===== src/rtl/dmem_arbiter.sv =====
// Two-port arbiter and command sequencer for the 1024-byte data memory.
// Port 0 (MEM stage) has priority; port 1 (debug/loader) is protected from starvation.
module dmem_arbiter #(
  parameter int unsigned STARVE_LIMIT = 4,
  parameter int unsigned MEM_BYTES    = 1024
) (
  input  logic        clk,
  input  logic        rst_n,
  input  logic        req0,
  input  logic        req1,
  input  logic        we0,
  input  logic        we1,
  input  logic [31:0] addr0,
  input  logic [31:0] addr1,
  input  logic [31:0] wdata0,
  input  logic [31:0] wdata1,
  output logic        gnt0,
  output logic        gnt1,
  output logic        rvalid0,
  output logic        rvalid1,
  output logic        err0,
  output logic        err1,
  output logic [31:0] rdata,
  output logic        mem_read,
  output logic        mem_write,
  output logic [31:0] mem_addr,
  output logic [31:0] mem_wdata,
  input  logic [31:0] mem_rdata
);

  localparam logic [3:0]  LIMIT   = 4'(STARVE_LIMIT);
  localparam logic [32:0] MEM_TOP = 33'(MEM_BYTES);

  logic [3:0]  starve_q, starve_d;
  logic        mem_read_q, mem_read_d;
  logic        mem_write_q, mem_write_d;
  logic [31:0] mem_addr_q, mem_addr_d;
  logic [31:0] mem_wdata_q, mem_wdata_d;
  logic        a_valid_q, a_valid_d;
  logic        a_id_q, a_id_d;
  logic        b_valid_q, b_valid_d;
  logic        b_id_q, b_id_d;
  logic        err0_q, err0_d;
  logic        err1_q, err1_d;

  logic        xfer;
  logic        legal;
  logic        sel_we;
  logic [31:0] sel_addr;
  logic [31:0] sel_wdata;

  // Grants are held off during reset so nothing is accepted while the flops are cleared.
  always_comb begin
    gnt1 = rst_n & req1 & (~req0 | (starve_q == LIMIT));
    gnt0 = rst_n & req0 & ~gnt1;
  end

  always_comb begin
    xfer      = gnt0 | gnt1;
    sel_we    = gnt1 ? we1 : we0;
    sel_addr  = gnt1 ? addr1 : addr0;
    sel_wdata = gnt1 ? wdata1 : wdata0;
    // 33-bit sum so addresses near 2^32 cannot wrap into range.
    legal     = ({1'b0, sel_addr} + 33'd3) < MEM_TOP;
  end

  always_comb begin
    starve_d = starve_q;
    if (!req1 || gnt1)
      starve_d = '0;
    else if (starve_q < LIMIT)
      starve_d = starve_q + 4'd1;

    mem_read_d  = xfer & legal & ~sel_we;
    mem_write_d = xfer & legal & sel_we;
    mem_addr_d  = mem_addr_q;
    mem_wdata_d = mem_wdata_q;
    if (xfer && legal) begin
      mem_addr_d  = sel_addr;
      mem_wdata_d = sel_wdata;
    end

    a_valid_d = xfer & legal & ~sel_we;
    a_id_d    = gnt1;
    b_valid_d = a_valid_q;
    b_id_d    = a_id_q;

    err0_d = gnt0 & ~legal;
    err1_d = gnt1 & ~legal;
  end

  always_ff @(posedge clk or negedge rst_n) begin
    if (!rst_n) begin
      starve_q    <= '0;
      mem_read_q  <= 1'b0;
      mem_write_q <= 1'b0;
      mem_addr_q  <= '0;
      mem_wdata_q <= '0;
      a_valid_q   <= 1'b0;
      a_id_q      <= 1'b0;
      b_valid_q   <= 1'b0;
      b_id_q      <= 1'b0;
      err0_q      <= 1'b0;
      err1_q      <= 1'b0;
    end else begin
      starve_q    <= starve_d;
      mem_read_q  <= mem_read_d;
      mem_write_q <= mem_write_d;
      mem_addr_q  <= mem_addr_d;
      mem_wdata_q <= mem_wdata_d;
      a_valid_q   <= a_valid_d;
      a_id_q      <= a_id_d;
      b_valid_q   <= b_valid_d;
      b_id_q      <= b_id_d;
      err0_q      <= err0_d;
      err1_q      <= err1_d;
    end
  end

  always_comb begin
    mem_read  = mem_read_q;
    mem_write = mem_write_q;
    mem_addr  = mem_addr_q;
    mem_wdata = mem_wdata_q;
    err0      = err0_q;
    err1      = err1_q;
    rvalid0   = b_valid_q & ~b_id_q;
    rvalid1   = b_valid_q & b_id_q;
    rdata     = b_valid_q ? mem_rdata : '0;
  end

endmodule

===== config.mk =====
export PLATFORM = sky130hd
export DESIGN_NAME = dmem_arbiter
export DESIGN_NICKNAME = d
export VERILOG_FILES = /design/src/rtl/dmem_arbiter.sv
export SDC_FILE = /design/constraint.sdc
export NUM_CORES = 1
export LEC_CHECK = 0
export CAP_MARGIN = 0
export CORE_ASPECT_RATIO = 1.4
export CORE_MARGIN = 2
export CORE_UTILIZATION = 36
export DETAILED_ROUTE_END_ITERATION = 6
export PLACE_DENSITY = 0.86
export SKIP_LAST_GASP = 1
export SLEW_MARGIN = 0
export SYNTH_ARGS = -nofsm -noshare
export SYNTH_HDL_FRONTEND = slang
export SYNTH_SLANG_ARGS = --single-unit

===== constraint.sdc =====
create_clock -name clk -period 3.36 [get_ports clk]
set_input_delay 0.672 -clock clk [delete_from_list [all_inputs] [get_ports clk]]
set_output_delay 0.672 -clock clk [all_outputs]
set_load 0.005 [all_outputs]

==> impl_metrics.json, run 1 <==
{
  "postSynthAreaPerCell_sq_um": 8.63,
  "coreArea_sq_um": 13500,
  "critPathRequiredTime_ns": 3.57,
  "grt_max_degree": 79,
  "status": "complete, but fails checks",
  "die_w_um": 103,
  "grt_pass1_wl_um": 31500,
  "crit_type": "in2reg",
  "overflow": 0,
  "slowest_stage": "clkdlybuf4s50_1",
  "violations": "negative setup slack",
  "fin_crit_ns": 3.40,
  "antenna_found_initial": 0,
  "crit_path_start": "addr1[15]",
  "cts_tree": "done",
  "crit_path_end_kind": "flop",
  "seqPwrFrac": 0.374,
  "synthCells": 577,
  "clk_latency_ns": 0.33,
  "timing.hold.ws_ns": 0.351,
  "fmax_mhz": 294,
  "cts_buffers": 9,
  "grt_pass1_vias": 5909,
  "gp_congestion": 0.992,
  "internal_power_w": 0.00180,
  "clockPowerShare": 0.398,
  "port_buffers": 269,
  "yosysWarnings": 0,
  "power.density_nw_per_um2": 254,
  "max_stage_delay_ns": 0.51,
  "drt-wirelength-per-cell_um": 18.9,
  "io_pins": 270,
  "relSlewSlack": 0.347,
  "fin_total_pwr_w": 0.00244,
  "dieArea_sq_um": 14800,
  "drv_cap": 0,
  "routed_via_density": 5.20,
  "synthTopCellsByArea": "dfrtp_1 (38%), nand2_1 (12%), mux2_4 (11%)",
  "hold_violations": 0,
  "start_util": 0.370,
  "dp_hpwl_um": 16600,
  "num_rows": 50,
  "place_inst": 1111,
  "arrival_ns": 3.61,
  "cts_root_buf": "clkbuf_16",
  "timing.final.max_slew_violations": 0,
  "layout.cells.non_filler": 1148,
  "drtPass1Iterations": 5,
  "yosys.area.top_type": "dfrtp_1",
  "p_leak_nw": 4.55,
  "final_util": 0.712,
  "ys_seq_area_frac": 0.377,
  "peakVddDrop_mv": 0.198,
  "dr.max_layer_used": "met4",
  "grt_usage": 0.282,
  "cts_buffer_depth": 2,
  "setup_viol": 58,
  "fin_crit_sh": 1.01,
  "m1WireLength_um": 7490,
  "synth.distinct_cells": 53,
  "final_nets": 1128,
  "drt-initial-drc-count": 289,
  "dieHeight_um": 143,
  "ant_nets": 0,
  "reg2reg_to": "mem_wdata[9]$_DFFE_PN0P_",
  "wirelength_um": 21700,
  "combPwrFrac": 0.228,
  "crit_path_end": "mem_wdata[9]$_DFFE_PN0P_",
  "path_cells": "clkdlybuf4s50_1 -> nand2_1 -> or2_4 -> o41ai_4 -> a31oi_1 -> a311oi_1 -> buf_4 -> nor4b_4 -> o2111ai_4 -> buf_6 -> buf_12 -> mux2_4",
  "cp-start-kind": "primary input",
  "clkTransAtPathRegs_ns": 0.06,
  "r2r_setup_slack_ns": -0.02,
  "hp-class": "reg2reg",
  "timing.rr.start": "starve_q[0]$_DFFE_PN0P_",
  "cp_max_fo": 6,
  "area_growth_pct": 92.4,
  "ys_seq_elements": 75,
  "reg2regPathDepth": 14,
  "switching_power_w": 0.000641,
  "clock-skew-final_ns": 0.0102,
  "wl_met3_um": 2050,
  "synth_nets": 745,
  "cts.sinks": 75,
  "wl_met2_um": 10800,
  "tightest_slew_ns": 0.979,
  "hold_buffers": 0,
  "drc": 0,
  "synth_top_area_share": 0.377,
  "finalSetupTns_ns": -1.12,
  "h-tree-depth": 3,
  "drive_gt1_frac": 0.252,
  "fin_ws_ns": -0.0413,
  "synth_area_sq_um": 4980,
  "rsz0062_at_grt": "yes",
  "via_count": 5970,
  "p_sw_frac": 0.263
}
-- state kept, by name, summed over array words and instances, names as in the netlist --
signal,flops
b_valid_q,1
a_id_q,1
a_valid_q,1
err1,1
starve_q,4
b_id_q,1
mem_wdata,32
err0,1
mem_addr,32
mem_write,1
-- Yosys cell counts (all sizes together) --
cell type,instances
mux2i,17
nor4,6
buf,15
nand4,18
a31oi,8
o2bb2ai,1
dfrtp,75
nand2,161
a211oi,3
o22ai,1
a41o,1
o41ai,1
o2111ai,2
nor2,25
nor3,20
a22oi,1
ha,2
a311oi,2
or3,4
xor2,4
nor4b,1
a211o,1
mux2,43
a21oi,14
o311a,1
and2,56
or4b,1
clkbuf,16
inv,9
nand3,18
nor2b,4
nand3b,2
a21boi,2
xnor2,5
and4,3
o21ai,19
nand2b,3
a41oi,1
a21o,1
and3,2
o31ai,2
or2,1
a2111oi,5
-- placed cells by master, fill, tap and decap left out, drive strengths merged, types with 3 or more instances in the layout --
cell type and n:
buf 133, nand4 18, nand3 18, a211oi 3, nand2b 3, nor3 20, a31oi 8, dfrtp 75
nand2 161, and4 3, xnor2 5, inv 11, clkdlybuf4s50 231, nor2b 4, nor2 25, dlymetal6s2s 6
dlygate4sd2 31, clkbuf 12, o21ai 19, nor4 6, xor2 4, mux2i 17, a21oi 14, a2111oi 5
and2 56, or3 4, mux2 43
-- logic make-up after synthesis --
family          share of synthesized area
flops                               0.377
xor+xnor                           0.0158
compound gates                     0.0915
buf+inv                            0.0397
mux                                 0.159
fa+ha+maj                         0.00503
simple gates                        0.312
-- power groups by stage --
stage / clock [W] / sequential (W) / combinational, W
after floorplan: 0 / 0.000929 / 0.000142
final: 0.000970 / 0.000912 / 0.000555
after detailed placement: 0 / 0.000929 / 0.000519
after CTS: 0.000989 / 0.000912 / 0.000535
after global placement: 0 / 0.000929 / 0.000512
after global routing: 0.00103 / 0.000912 / 0.000595
-- per-stage QoR --
stage	setup WS, ns	cell area (sq um)
final	-0.0413	9580
after global routing	-0.158	9580
after CTS	-0.0345	9390
after detailed placement	-0.654	8630
after global placement	-0.606	8630
after floorplan	0.147	4980
-- final cells by class --
cell class	count	area, sq um
clock buffers	10	229
clock inverters	6	72.6
repair buffers	403	3880
fillers	1005	3870
well taps	182	228
diodes	1	2.50
inverters	9	38.8
flip-flops and latches	75	1880
multi-input cells	462	3250
-- routing by layer --
layer / up-vias / track usage
met5: - / 0
met4: 0 / 0.162
met3: 79 / 0.0715
met2: 351 / 0.480
met1: 2770 / 0.312
li1: 2770 / -
-- worst min-delay path by stage --
stage | depth (start not counted) | from | slack, ns | endpoint
2_1_floorplan | 0 | a_id_q$_DFF_PN0_ | 0.33 | b_id_q$_DFF_PN0_
5_1_grt | 0 | a_id_q$_DFF_PN0_ | 0.37 | b_id_q$_DFF_PN0_
4_1_cts | 0 | a_id_q$_DFF_PN0_ | 0.35 | b_id_q$_DFF_PN0_
3_5_place_dp | 0 | a_id_q$_DFF_PN0_ | 0.34 | b_id_q$_DFF_PN0_
3_3_place_gp | 0 | a_id_q$_DFF_PN0_ | 0.33 | b_id_q$_DFF_PN0_
6_report | 0 | a_id_q$_DFF_PN0_ | 0.35 | b_id_q$_DFF_PN0_
-- worst max-delay path: cells and delay by family --
kind	cells	cell delay [ns]
muxes	1	0.30
buffers and inverters	4	1.03
and+or+nand+nor	3	0.59
AOI/OAI and AO/OA	4	1.00
-- repair_timing --
item,in CTS,in global routing
gates cloned,3,3
buffers inserted,11,5
pin swaps,33,10
endpoints found under the setup margin,64,64
resized for setup,100,33
Note: power is estimated with default switching activity, not from simulation.
==> run 2: changes to the inputs <==
==> constraint.sdc (replaced) <==
create_clock -name clk -period 3.36 [get_ports clk]
set_input_delay 1.008 -clock clk [delete_from_list [all_inputs] [get_ports clk]]
set_output_delay 1.008 -clock clk [all_outputs]
set_load 0.005 [all_outputs]
==> run 2 against run 1 <==
Compared with the run above: the flow still finishes with violations (negative setup slack); combinational power increased by 6.3%; clock power up 10%; via count is 8.1% higher; register-to-register slack lost 0.17 ns; core utilization rose by 2.8 points; sequential share of layout area fell by 0.73 points; die area stayed put; cell area increased by 3.9%; non-clock buffer count up 27; hold slack better by 0.047 ns; count of clock-buffer cells in the layout grew 1; cell count is 2.4% higher; critical endpoint is now mem_wdata[7]$_DFFE_PN0P_.
==> impl_metrics.json, run 2 (synthesis results as in run 1) <==
{
  "place_inst": 1118,
  "cp_max_fo": 7,
  "clkTransAtPathRegs_ns": 0.06,
  "fin_crit_sh": 1.07,
  "grt_pass1_vias": 6563,
  "violations": "negative setup slack",
  "overflow": 0,
  "drt-wirelength-per-cell_um": 20.8,
  "seqPwrFrac": 0.354,
  "switching_power_w": 0.000678,
  "combPwrFrac": 0.229,
  "cts_buffers": 9,
  "critPathRequiredTime_ns": 3.58,
  "cts_root_buf": "clkbuf_16",
  "peakVddDrop_mv": 0.239,
  "antenna_found_initial": 0,
  "cp-start-kind": "primary input",
  "fin_ws_ns": -0.226,
  "fin_crit_ns": 3.59,
  "p_leak_nw": 4.75,
  "crit_type": "in2reg",
  "io_pins": 270,
  "dieHeight_um": 143,
  "grt_max_degree": 78,
  "timing.hold.ws_ns": 0.398,
  "drive_gt1_frac": 0.326,
  "hold_violations": 0,
  "setup_viol": 64,
  "internal_power_w": 0.00190,
  "dieArea_sq_um": 14800,
  "tightest_slew_ns": 0.985,
  "area_growth_pct": 99.9,
  "grt_pass1_wl_um": 35600,
  "arrival_ns": 3.81,
  "p_sw_frac": 0.263,
  "num_rows": 50,
  "start_util": 0.370,
  "power.density_nw_per_um2": 259,
  "slowest_stage": "or3_4",
  "n_fill_cell": 936,
  "gp_congestion": 1.02,
  "status": "complete, but fails checks",
  "cts_buffer_depth": 2,
  "cts_tree": "done",
  "layout.cells.non_filler": 1176,
  "drc": 0,
  "die_w_um": 103,
  "cts.sinks": 75,
  "via_count": 6451,
  "port_buffers": 269,
  "clock-skew-final_ns": 0.0140,
  "layout_common_cells": "clkdlybuf4s50_1 (211), nand2_1 (154), buf_4 (129)",
  "wirelength_um": 24500,
  "rsz0062_at_grt": "yes",
  "hp-class": "reg2reg",
  "drv_cap": 0,
  "final_util": 0.740,
  "crit_path_end_kind": "flop",
  "fmax_mhz": 279,
  "clk_latency_ns": 0.34,
  "fin_total_pwr_w": 0.00257,
  "timing.final.max_slew_violations": 0,
  "final_nets": 1156,
  "drt-initial-drc-count": 466,
  "layout_commonest_cell": "clkdlybuf4s50_1",
  "grt_usage": 0.323,
  "h-tree-depth": 3,
  "max_stage_delay_ns": 0.40,
  "dp_hpwl_um": 16800,
  "drtPass1Iterations": 5,
  "path_cells": "buf_8 -> nand2_8 -> a21o_4 -> buf_6 -> mux2_4 -> or3_4 -> a21oi_4 -> o21ai_2 -> nor4b_4 -> o2111ai_4 -> buf_6 -> buf_12 -> mux2_4",
  "coreArea_sq_um": 13500,
  "hold_buffers": 0,
  "post-place-ws_ns": -1.02,
  "ant_nets": 0,
  "routed_via_density": 5.49,
  "relSlewSlack": 0.344,
  "clockPowerShare": 0.417
}
==> run 2: cell types whose count changed in the layout (fill, tap and decap cells not counted), moves of 4 or more <==
cell,before,now
nor3_4,4,8
buf_6,9,24
nand2_2,1,6
buf_4,113,129
clkbuf_2,0,11
dlymetal6s2s_1,6,0
dlygate4sd2_1,31,16
clkdlybuf4s50_1,231,211
nand2_1,160,154
a21oi_2,5,1
buf_2,0,18
clkdlybuf4s15_2,0,4
==> run 2: metal layers <==
metal  GRT usage  routed length, um
met5           0                  0
met4       0.226               1940
met3      0.0739               2220
met2       0.561              12400
met1       0.335               7910
==> run 2: path summary, 6_finish.rpt <==
kind | from | endpoint | slack, ns | cells after the start
max | rst_n | mem_wdata[7]$_DFFE_PN0P_ | -0.23 | 13
min | a_id_q$_DFF_PN0_ | b_id_q$_DFF_PN0_ | 0.40 | 0
max reg2reg | starve_q[0]$_DFFE_PN0P_ | mem_wdata[7]$_DFFE_PN0P_ | -0.19 | 16
min reg2reg | a_id_q$_DFF_PN0_ | b_id_q$_DFF_PN0_ | 0.40 | 0
max in group asynchronous | rst_n | mem_wdata[20]$_DFFE_PN0P_ | 1.69 | 3
min in group asynchronous | rst_n | starve_q[2]$_DFFE_PN0P_ | 1.04 | 3
==> run 2: repair_timing <==
action / CTS / global route
gates resized for setup: 222 / 68
gates cloned: 7 / 1
pin swaps: 32 / 28
endpoints found under the setup margin: 70 / 65
buffers inserted: 19 / 15
==> run 2: metrics by stage <==
stage / setup TNS [ns] / area [sq um]
floorplan: -1.42 / 5060
CTS: -4.51 / 9720
global placement: -61.68 / 8740
detailed placement: -63.23 / 8740
finish: -10.11 / 9950
global route: -14.17 / 9950
==> run 2: final cells by class <==
type | instances | area (sq um) | area share
repair buffers | 430 | 4040 | 0.406
multi-input cells | 463 | 3440 | 0.346
flip-flops and latches | 75 | 1880 | 0.189
clock buffers | 11 | 243 | 0.0244
well taps | 182 | 228 | 0.0229
clock inverters | 5 | 85.1 | 0.00855
inverters | 9 | 41.3 | 0.00415
diodes | 1 | 2.50 | 0.000251
==> run 2: power groups by stage <==
| stage | clock network [W] | registers (W) | logic, W |
|---|---|---|---|
| global placement | 0 | 0.000929 | 0.000515 |
| detailed placement | 0 | 0.000929 | 0.000526 |
| finish | 0.00107 | 0.000912 | 0.000590 |
| CTS | 0.00106 | 0.000912 | 0.000551 |
| floorplan | 0 | 0.000929 | 0.000148 |
| global route | 0.00112 | 0.000912 | 0.000629 |
==> run 2: critical path, delay by kind of cell <==
kind | cells | cell delay [ns]
compound gates | 4 | 0.72
buf+inv | 4 | 0.65
mux | 2 | 0.60
simple gates | 3 | 0.82
==> run 3: changes to the inputs <==
--- a/config.mk
+++ b/config.mk
@@ -10,9 +10,9 @@
 export CORE_MARGIN = 2
 export CORE_UTILIZATION = 36
 export DETAILED_ROUTE_END_ITERATION = 6
-export PLACE_DENSITY = 0.86
+export PLACE_DENSITY = 0.78
 export SKIP_LAST_GASP = 1
-export SLEW_MARGIN = 0
+export SLEW_MARGIN = 20
 export SYNTH_ARGS = -nofsm -noshare
 export SYNTH_HDL_FRONTEND = slang
 export SYNTH_SLANG_ARGS = --single-unit
==> run 3 against run 2 <==
Compared with the run above: the flow still finishes with violations (negative setup slack); hold slack lost 0.049 ns; clock power shrank 4%; critical path type unchanged; core utilization shrank 0.70 points; non-clock buffer count shrank 15; total power shrank 2.0%; sequential share of layout area grew 0.18 points; global-route usage shrank 1.4 points; combinational power shrank 2%.
==> impl_metrics.json, run 3 (synthesis results as in run 1) <==
{
  "final_nets": 1141,
  "design_area_sq_um": 9860,
  "reg2reg_to": "mem_wdata[10]$_DFFE_PN0P_",
  "status": "complete, but fails checks",
  "start_util": 0.370,
  "cp-start-kind": "primary input",
  "rsz0062_at_grt": "yes",
  "combPwrFrac": 0.229,
  "via_count": 5993,
  "cts_buffer_depth": 2,
  "drt-initial-drc-count": 233,
  "tightest_slew_ns": 0.979,
  "use_met1": 0.340,
  "ant_nets": 0,
  "reg2regPathDepth": 15,
  "cts.sinks": 75,
  "fin_crit_sh": 1.06,
  "placed_cell_area_sq_um": 8760,
  "switching_power_w": 0.000630,
  "coreArea_sq_um": 13500,
  "cts_root_buf": "clkbuf_16",
  "drive_gt1_frac": 0.309,
  "io_pins": 270,
  "cts_tree": "done",
  "dp_hpwl_um": 16800,
  "clk_latency_ns": 0.34,
  "crit_path_end_kind": "flop",
  "dieArea_sq_um": 14800,
  "grt_util_met2": 0.526,
  "grt_usage": 0.309,
  "grtUsageMet3": 0.0778,
  "min_path_cells": 0,
  "seqPwrFrac": 0.362,
  "port_buffers": 269,
  "drc": 0,
  "relSlewSlack": 0.347,
  "drt-wirelength-per-cell_um": 19.7,
  "clockPowerShare": 0.409,
  "fin_crit_ns": 3.56,
  "p_leak_nw": 4.67,
  "h-tree-depth": 3,
  "antenna_found_initial": 0,
  "r2r_setup_slack_ns": -0.17,
  "diodes": 0,
  "layout_common_cells": "clkdlybuf4s50_1 (210), nand2_1 (153), buf_4 (120)",
  "layout_commonest_cell": "clkdlybuf4s50_1",
  "timing.final.max_slew_violations": 0,
  "num_rows": 50,
  "arrival_ns": 3.79,
  "crit_type": "in2reg",
  "grt_pass1_wl_um": 33800,
  "drtPass1Iterations": 4,
  "critPathRequiredTime_ns": 3.58,
  "area_growth_pct": 98.0,
  "die_w_um": 103,
  "setup_viol": 64,
  "violations": "negative setup slack",
  "peakVddDrop_mv": 0.320,
  "timing.rr.start": "starve_q[1]$_DFFE_PN0P_",
  "clkTransAtPathRegs_ns": 0.06,
  "cts_buffers": 9,
  "post-place-ws_ns": -0.973,
  "power.density_nw_per_um2": 256,
  "place_inst": 1114,
  "routed_via_density": 5.17,
  "cp_max_fo": 5,
  "clock-skew-final_ns": 0.00723,
  "hold_violations": 0,
  "busiest_layer": "met2",
  "grt_max_degree": 78,
  "overflow": 0,
  "gp_congestion": 0.988,
  "holdPathEnd": "b_id_q$_DFF_PN0_",
  "fmax_mhz": 281,
  "internal_power_w": 0.00189,
  "hp-class": "reg2reg",
  "timing.hold.ws_ns": 0.350,
  "dieHeight_um": 143,
  "layout.cells.non_filler": 1159,
  "drv_cap": 0,
  "grt_pass1_vias": 6095,
  "p_sw_frac": 0.250,
  "worstHoldStart": "a_id_q$_DFF_PN0_",
  "wirelength_um": 22900,
  "fin_ws_ns": -0.204
}
-- run 3: cell type report --
type / count / area (sq um)
timing repair buffer: 415 / 3980
fill: 991 / 3590
multi-input combinational: 463 / 3410
sequential: 75 / 1880
clock buffer: 11 / 243
tap: 182 / 228
clock inverter: 4 / 75.1
inverter: 9 / 41.3
-- run 3: worst max-delay path: stages --
cell and delay, ns:
buf_2 0.14, a21o_4 0.28, buf_12 0.16, mux2i_4 0.20
buf_6 0.13, nor3_4 0.17, mux2i_2 0.29, o21ai_4 0.10
nor4b_4 0.36, o2111ai_4 0.21, buf_12 0.25, clkbuf_16 0.17
mux2_4 0.29
-- run 3: timing repair --
item,in CTS,in global routing
hold buffers,0,0
buffers inserted,18,5
pin swaps,36,15
endpoints found under the hold margin,0,0
gates resized for setup,246,25
gates cloned,8,2
setup endpoints to repair,70,65
-- run 3: metal layers --
layer | part of all wire | wire length, um | vias to the layer above
met4 | 0.062 | 1410 | 0
met1 | 0.35 | 8010 | 2809
li1 | - | - | 2794
met3 | 0.083 | 1910 | 83
met5 | 0 | 0 | -
met2 | 0.50 | 11500 | 307
-- run 3: power groups by stage --
stage	registers (W)	clock network (W)	logic [W]
final	0.000913	0.00103	0.000577
after global routing	0.000913	0.00109	0.000624
after CTS	0.000913	0.00104	0.000556
after detailed placement	0.000929	0	0.000527
after global placement	0.000929	0	0.000521
after floorplan	0.000929	0	0.000148
-- run 3: worst max path at each step --
stage | start | to | slack (ns) | cells past startpoint
after global placement | addr0[9] | mem_wdata[30]$_DFFE_PN0P_ | -0.96 | 11
after CTS | addr1[19] | mem_wdata[1]$_DFFE_PN0P_ | -0.16 | 13
final | req0 | mem_wdata[10]$_DFFE_PN0P_ | -0.20 | 13
after detailed placement | addr1[2] | mem_addr[21]$_DFFE_PN0P_ | -0.97 | 12
after floorplan | rst_n | mem_addr[0]$_DFFE_PN0P_ | -0.04 | 11
after global routing | starve_q[1]$_DFFE_PN0P_ | mem_wdata[20]$_DFFE_PN0P_ | -0.30 | 15
-- run 3: through the flow --
stage               utilization  setup TNS, ns  power, W
floorplan                     -          -1.42   0.00108
global placement          0.651         -63.76   0.00145
detailed placement        0.651         -63.89   0.00146
CTS                       0.723          -8.40   0.00251
global route              0.733         -17.32   0.00262
finish                    0.733         -10.90   0.00252
==> RTL edit 1: new RTL, config.mk and constraints of run 2 <==
The parameter `MEM_BYTES` goes from 1024 to 512.
--- a/src/rtl/dmem_arbiter.sv
+++ b/src/rtl/dmem_arbiter.sv
@@ -2,7 +2,7 @@
 // Port 0 (MEM stage) has priority; port 1 (debug/loader) is protected from starvation.
 module dmem_arbiter #(
   parameter int unsigned STARVE_LIMIT = 4,
-  parameter int unsigned MEM_BYTES    = 1024
+  parameter int unsigned MEM_BYTES    = 512
 ) (
   input  logic        clk,
   input  logic        rst_n,
Check against the original RTL: not equivalent (Yosys sat finds a counterexample within 4 cycles, from zero or initial values and one cycle with rst_n low).
==> RTL edit 1 against run 2 <==
The flow still finishes with violations (negative setup slack); combinational power increased by 4.7%; synthesized cell count decreased by 2.9%; routed wire length decreased by 1.5%; synthesized area increased by 0.50%; clock skew decreased by 5.0 ps; count of clock-buffer cells in the layout decreased by 1; setup slack got worse by 390 ps; final cell count increased by 0.77%; sequential cell count unchanged; critical endpoint is now mem_wdata[26]; sequential share of layout area decreased by 0.29 points; power decreased by 3.3%; design area increased by 1.6%.
==> RTL edit 1: results (changes against run 2) <==
sta:
  setup_total_negative_slack_ps: -33790  # was -10110 ps
  clock_skew_ps: 9.01  # was 14.0 ps
  layout_setup_ws_ps: -619  # was -226 ps
  setup_violations: 68  # was 64
synth:
  synth_cell_type_count: 61  # was 53
  synthTopCellsByArea: "dfrtp_1, nand2_1, mux2_4, and2_1, mux2i_1"  # unchanged
  ys_top_cells_by_count: "nand2_1, dfrtp_1, and2_1"  # unchanged
detailed_routing:
  wl_per_cell_um: 20.4  # was 20.8 µm
  viasPerCell: 5.41  # was 5.49
  wl_met3_um: 1760  # was 2220 µm
  drt_iter0_drc: 343  # was 466
  drtPass1Iterations: 6  # was 5
global_routing:
  grt_usage: 0.303  # was 0.323
  grt_use_met1: 0.290  # was 0.335
  use_met2: 0.586  # was 0.561
layout:
  drive_above_1_share: 0.347  # was 0.326
  nNetsFinal: 1163  # was 1156
power_and_ir_drop:
  clockPowerShare: 0.385  # was 0.417
  p_leak_uw: 0.00467  # was 0.00475 µW
critical_path:
  cp_max_fo: 8  # was 7
  cpPeakStageDelay_ps: 520  # was 400 ps
  worstPathArrival_ps: 4190  # was 3810 ps
outcome:
  violations: "negative setup slack"  # unchanged
  outcome: "finished with violations"  # unchanged
place:
  place.detailed.hpwl_um: 16800  # about the same
-- RTL edit 1: changes by cell type after synthesis, sizes merged, moves of 4 or more --
cell	delta
nor3	-10
and2	-19
and3	+5
nor2b	+23
or4	+4
nor4	+6
nand2	-25
a31oi	-7
a2111oi	-4
o21ai	-8
clkbuf	-5
nor2	-5
nand3	+5
-- RTL edit 1: cell type report --
cell class              count  area [µm²]  share of cell area
flip-flops and latches     75        1880               0.186
multi-input cells         448        3380               0.334
well taps                 185         231              0.0229
clock buffers              10         229              0.0226
repair buffers            452        4290               0.424
clock inverters             6        66.3             0.00656
inverters                   9        41.3             0.00408
-- RTL edit 1: path summary, 6_finish.rpt --
| check | from | endpoint | slack, ps | cells after the start |
|---|---|---|---|---|
| worst min-delay path | a_id_q | b_id_q | 340 | 0 |
| worst max-delay path | addr1[6] | mem_wdata[26] | -620 | 13 |
| min in group asynchronous | rst_n | mem_wdata[27] | 850 | 3 |
| worst max register to register | starve_q[1] | mem_wdata[26] | -230 | 14 |
| max in group asynchronous | rst_n | mem_wdata[2] | 2100 | 3 |
| worst min register to register | a_id_q | b_id_q | 340 | 0 |
-- RTL edit 1: cells by family (layout without fill, tap and decap cells) --
kind of cell / after synthesis / count (layout) / synth area share
adder cells (fa/ha/maj): 2 / 2 / 0.00500
flip-flops: 75 / 75 / 0.375
multiplexers: 60 / 60 / 0.153
buffers and inverters: 37 / 477 / 0.0370
AND/OR/NAND/NOR: 312 / 312 / 0.320
AO/OA/AOI/OAI: 65 / 65 / 0.0940
XOR/XNOR: 9 / 9 / 0.0158
-- RTL edit 1: stage by stage --
step                power [µW]  area [µm²]  std cells
floorplan                 1070        5070        560
global placement          1460        8800       1115
detailed placement        1470        8800       1115
CTS                       2440        9670       1167
global route              2580       10100       1185
finish                    2490       10100       1185
==> RTL edit 2: new RTL, settings of run 2 <==
Without the edit above. `mem_addr_q` no longer has a reset.
--- a/src/rtl/dmem_arbiter.sv
+++ b/src/rtl/dmem_arbiter.sv
@@ -94,7 +94,6 @@
       starve_q    <= '0;
       mem_read_q  <= 1'b0;
       mem_write_q <= 1'b0;
-      mem_addr_q  <= '0;
       mem_wdata_q <= '0;
       a_valid_q   <= 1'b0;
       a_id_q      <= 1'b0;
@@ -106,7 +105,6 @@
       starve_q    <= starve_d;
       mem_read_q  <= mem_read_d;
       mem_write_q <= mem_write_d;
-      mem_addr_q  <= mem_addr_d;
       mem_wdata_q <= mem_wdata_d;
       a_valid_q   <= a_valid_d;
       a_id_q      <= a_id_d;
@@ -115,6 +113,10 @@
       err0_q      <= err0_d;
       err1_q      <= err1_d;
     end
+  end
+
+  always_ff @(posedge clk) begin
+    mem_addr_q <= mem_addr_d;
   end
 
   always_comb begin
Formal check against the unedited RTL: differs if rst_n is asserted again (counterexample within 4 cycles, from zero or initial values and one cycle with rst_n low); with rst_n held inactive, the same outputs for 10 cycles.
==> RTL edit 2 against run 2 <==
The flow still finishes with violations (negative setup slack); first-iteration DRC count fell by 33%; sequential cell count did not move; routed wire length shrank 21%; design area is 7.8% lower; power is 3.1% lower; core utilization down 2.7 points; non-clock buffer count shrank 30; clock skew is 4.3 ps lower; setup slack improved by 49 ps; synthesized cell count shrank 12%; global-route usage decreased by 5.8 points; clock power down 8%; synthesized area down 4.6%; critical path type unchanged; critical endpoint is now mem_wdata[4].
==> RTL edit 2: results (changes against run 2) <==
synth:
  synth-edff-count: 32  # was 0
  synth-compound-area-share: 0.0614  # was 0.0915
  muxShareOfSynthArea: 0.152  # was 0.159
  synthTopCellsByArea: "dfrtp_1, edfxtp_1, nand2_1, mux2_4, and2_1"  # was dfrtp_1, nand2_1, mux2_4, and2_1, mux2i_1
  synth_seq_area_share: 0.429  # was 0.377
  synthAdderAreaFrac: 0.00527  # was 0.00503
  async_flop_share: 0.573  # was 1.00
  ys_top_cells_by_count: "nand2_1, dfrtp_1, and2_1"  # unchanged
  syn_nets: 677  # was 745
  synth_cell_type_count: 54  # was 53
global_routing:
  use_met3: 0.0477  # was 0.0739
  grt_pass1_wl_um: 28500  # was 35600 µm
  use_met2: 0.496  # was 0.561
  grt_max_degree: 46  # was 78
  grt_use_met1: 0.273  # was 0.335
  antenna_found_initial: 1  # was 0
  grt_pass1_vias: 5438  # was 6563
  grt_usage: 0.265  # was 0.323
critical_path:
  rrSetupSlack_ps: -120  # was -190 ps
  worstPathArrival_ps: 3770  # was 3810 ps
  r2r_cells: 15  # was 16
  cpPeakStageDelay_ps: 380  # was 400 ps
  critical_path.startpoint: "req1"  # was rst_n
  r2r-start: "starve_q[1]"  # was starve_q[0]
  critPathSlowestCell: "a2111oi_4"  # was or3_4
  worstReg2RegEnd: "mem_wdata[4]"  # was mem_wdata[7]
place:
  place.detailed.hpwl_um: 14800  # was 16800 µm
  place_ws_ps: -1110  # was -1020 ps
  placed_area_um2: 8380  # was 8740 µm²
sta:
  layout_setup_ws_ps: -178  # was -226 ps
  tightest_slew_ps: 653  # was 985 ps
  clock_skew_ps: 9.73  # was 14.0 ps
  setup_violations: 65  # was 64
detailed_routing:
  drt_iter0_drc: 314  # was 466
  wl_met3_um: 1310  # was 2220 µm
  viasPerCell: 5.08  # was 5.49
  wl_met1_um: 6670  # was 7910 µm
  drtPass1Iterations: 4  # was 5
  routed_wl_um: 19400  # was 24500 µm
outcome:
  violations: "negative setup slack"  # unchanged
  outcome: "finished with violations"  # unchanged
layout:
  drive_above_1_share: 0.268  # was 0.326
clock_tree:
  cts-resized-gates: 129  # was 222
RTL edit 2: cell count changes after synthesis, moves of 6 or more:
cell / run 2 / this run
inv_1: 8 / 15
nand4_1: 18 / 12
mux2_4: 37 / 30
and2_1: 56 / 36
dfrtp_1: 75 / 43
clkbuf_1: 16 / 8
a21oi_1: 14 / 6
o21ai_0: 18 / 5
nor3_1: 20 / 11
edfxtp_1: 0 / 32
RTL edit 2: stage by stage:
stage / hold WS [ps] / setup TNS (ps) / utilization / instances
after floorplan: 331 / -1870 / - / 509
after global placement: 333 / -63300 / 0.651 / 1012
after detailed placement: 335 / -65920 / 0.651 / 1012
after CTS: 349 / -4570 / 0.708 / 1051
after global routing: 370 / -7660 / 0.713 / 1056
final: 354 / -5720 / 0.713 / 1056
RTL edit 2: worst max path at each step:
stage / endpoint / cells past startpoint
floorplan: mem_wdata[0] / 13
global placement: mem_wdata[4] / 14
detailed placement: mem_wdata[4] / 14
CTS: mem_wdata[21] / 15
global route: mem_wdata[4] / 13
finish: mem_wdata[4] / 14
RTL edit 2: cell type report:
cell class	instances	area, µm²	area share
inverter	16	72.6	0.00791
tap	153	191	0.0209
multi-input combinational	394	2720	0.297
sequential	75	2040	0.222
clock buffer	10	250	0.0273
timing repair inverter	1	8.76	0.000955
antenna	1	2.50	0.000273
timing repair buffer	400	3840	0.418
clock inverter	6	51.3	0.00559
RTL edit 2: cell families after synthesis:
logic type                 after synthesis
AOI/OAI and AO/OA                       38
adders and majority gates                2
DFF                                     75
muxes                                   56
buffers and inverters                   40
and+or+nand+nor                        293
xor gates and xnor gates                 5
RTL edit 2: where the power goes:
part	total, µW	internal [µW]	switching, µW
Combinational	543	316	227
Sequential	968	965	2.99
Clock	984	560	424
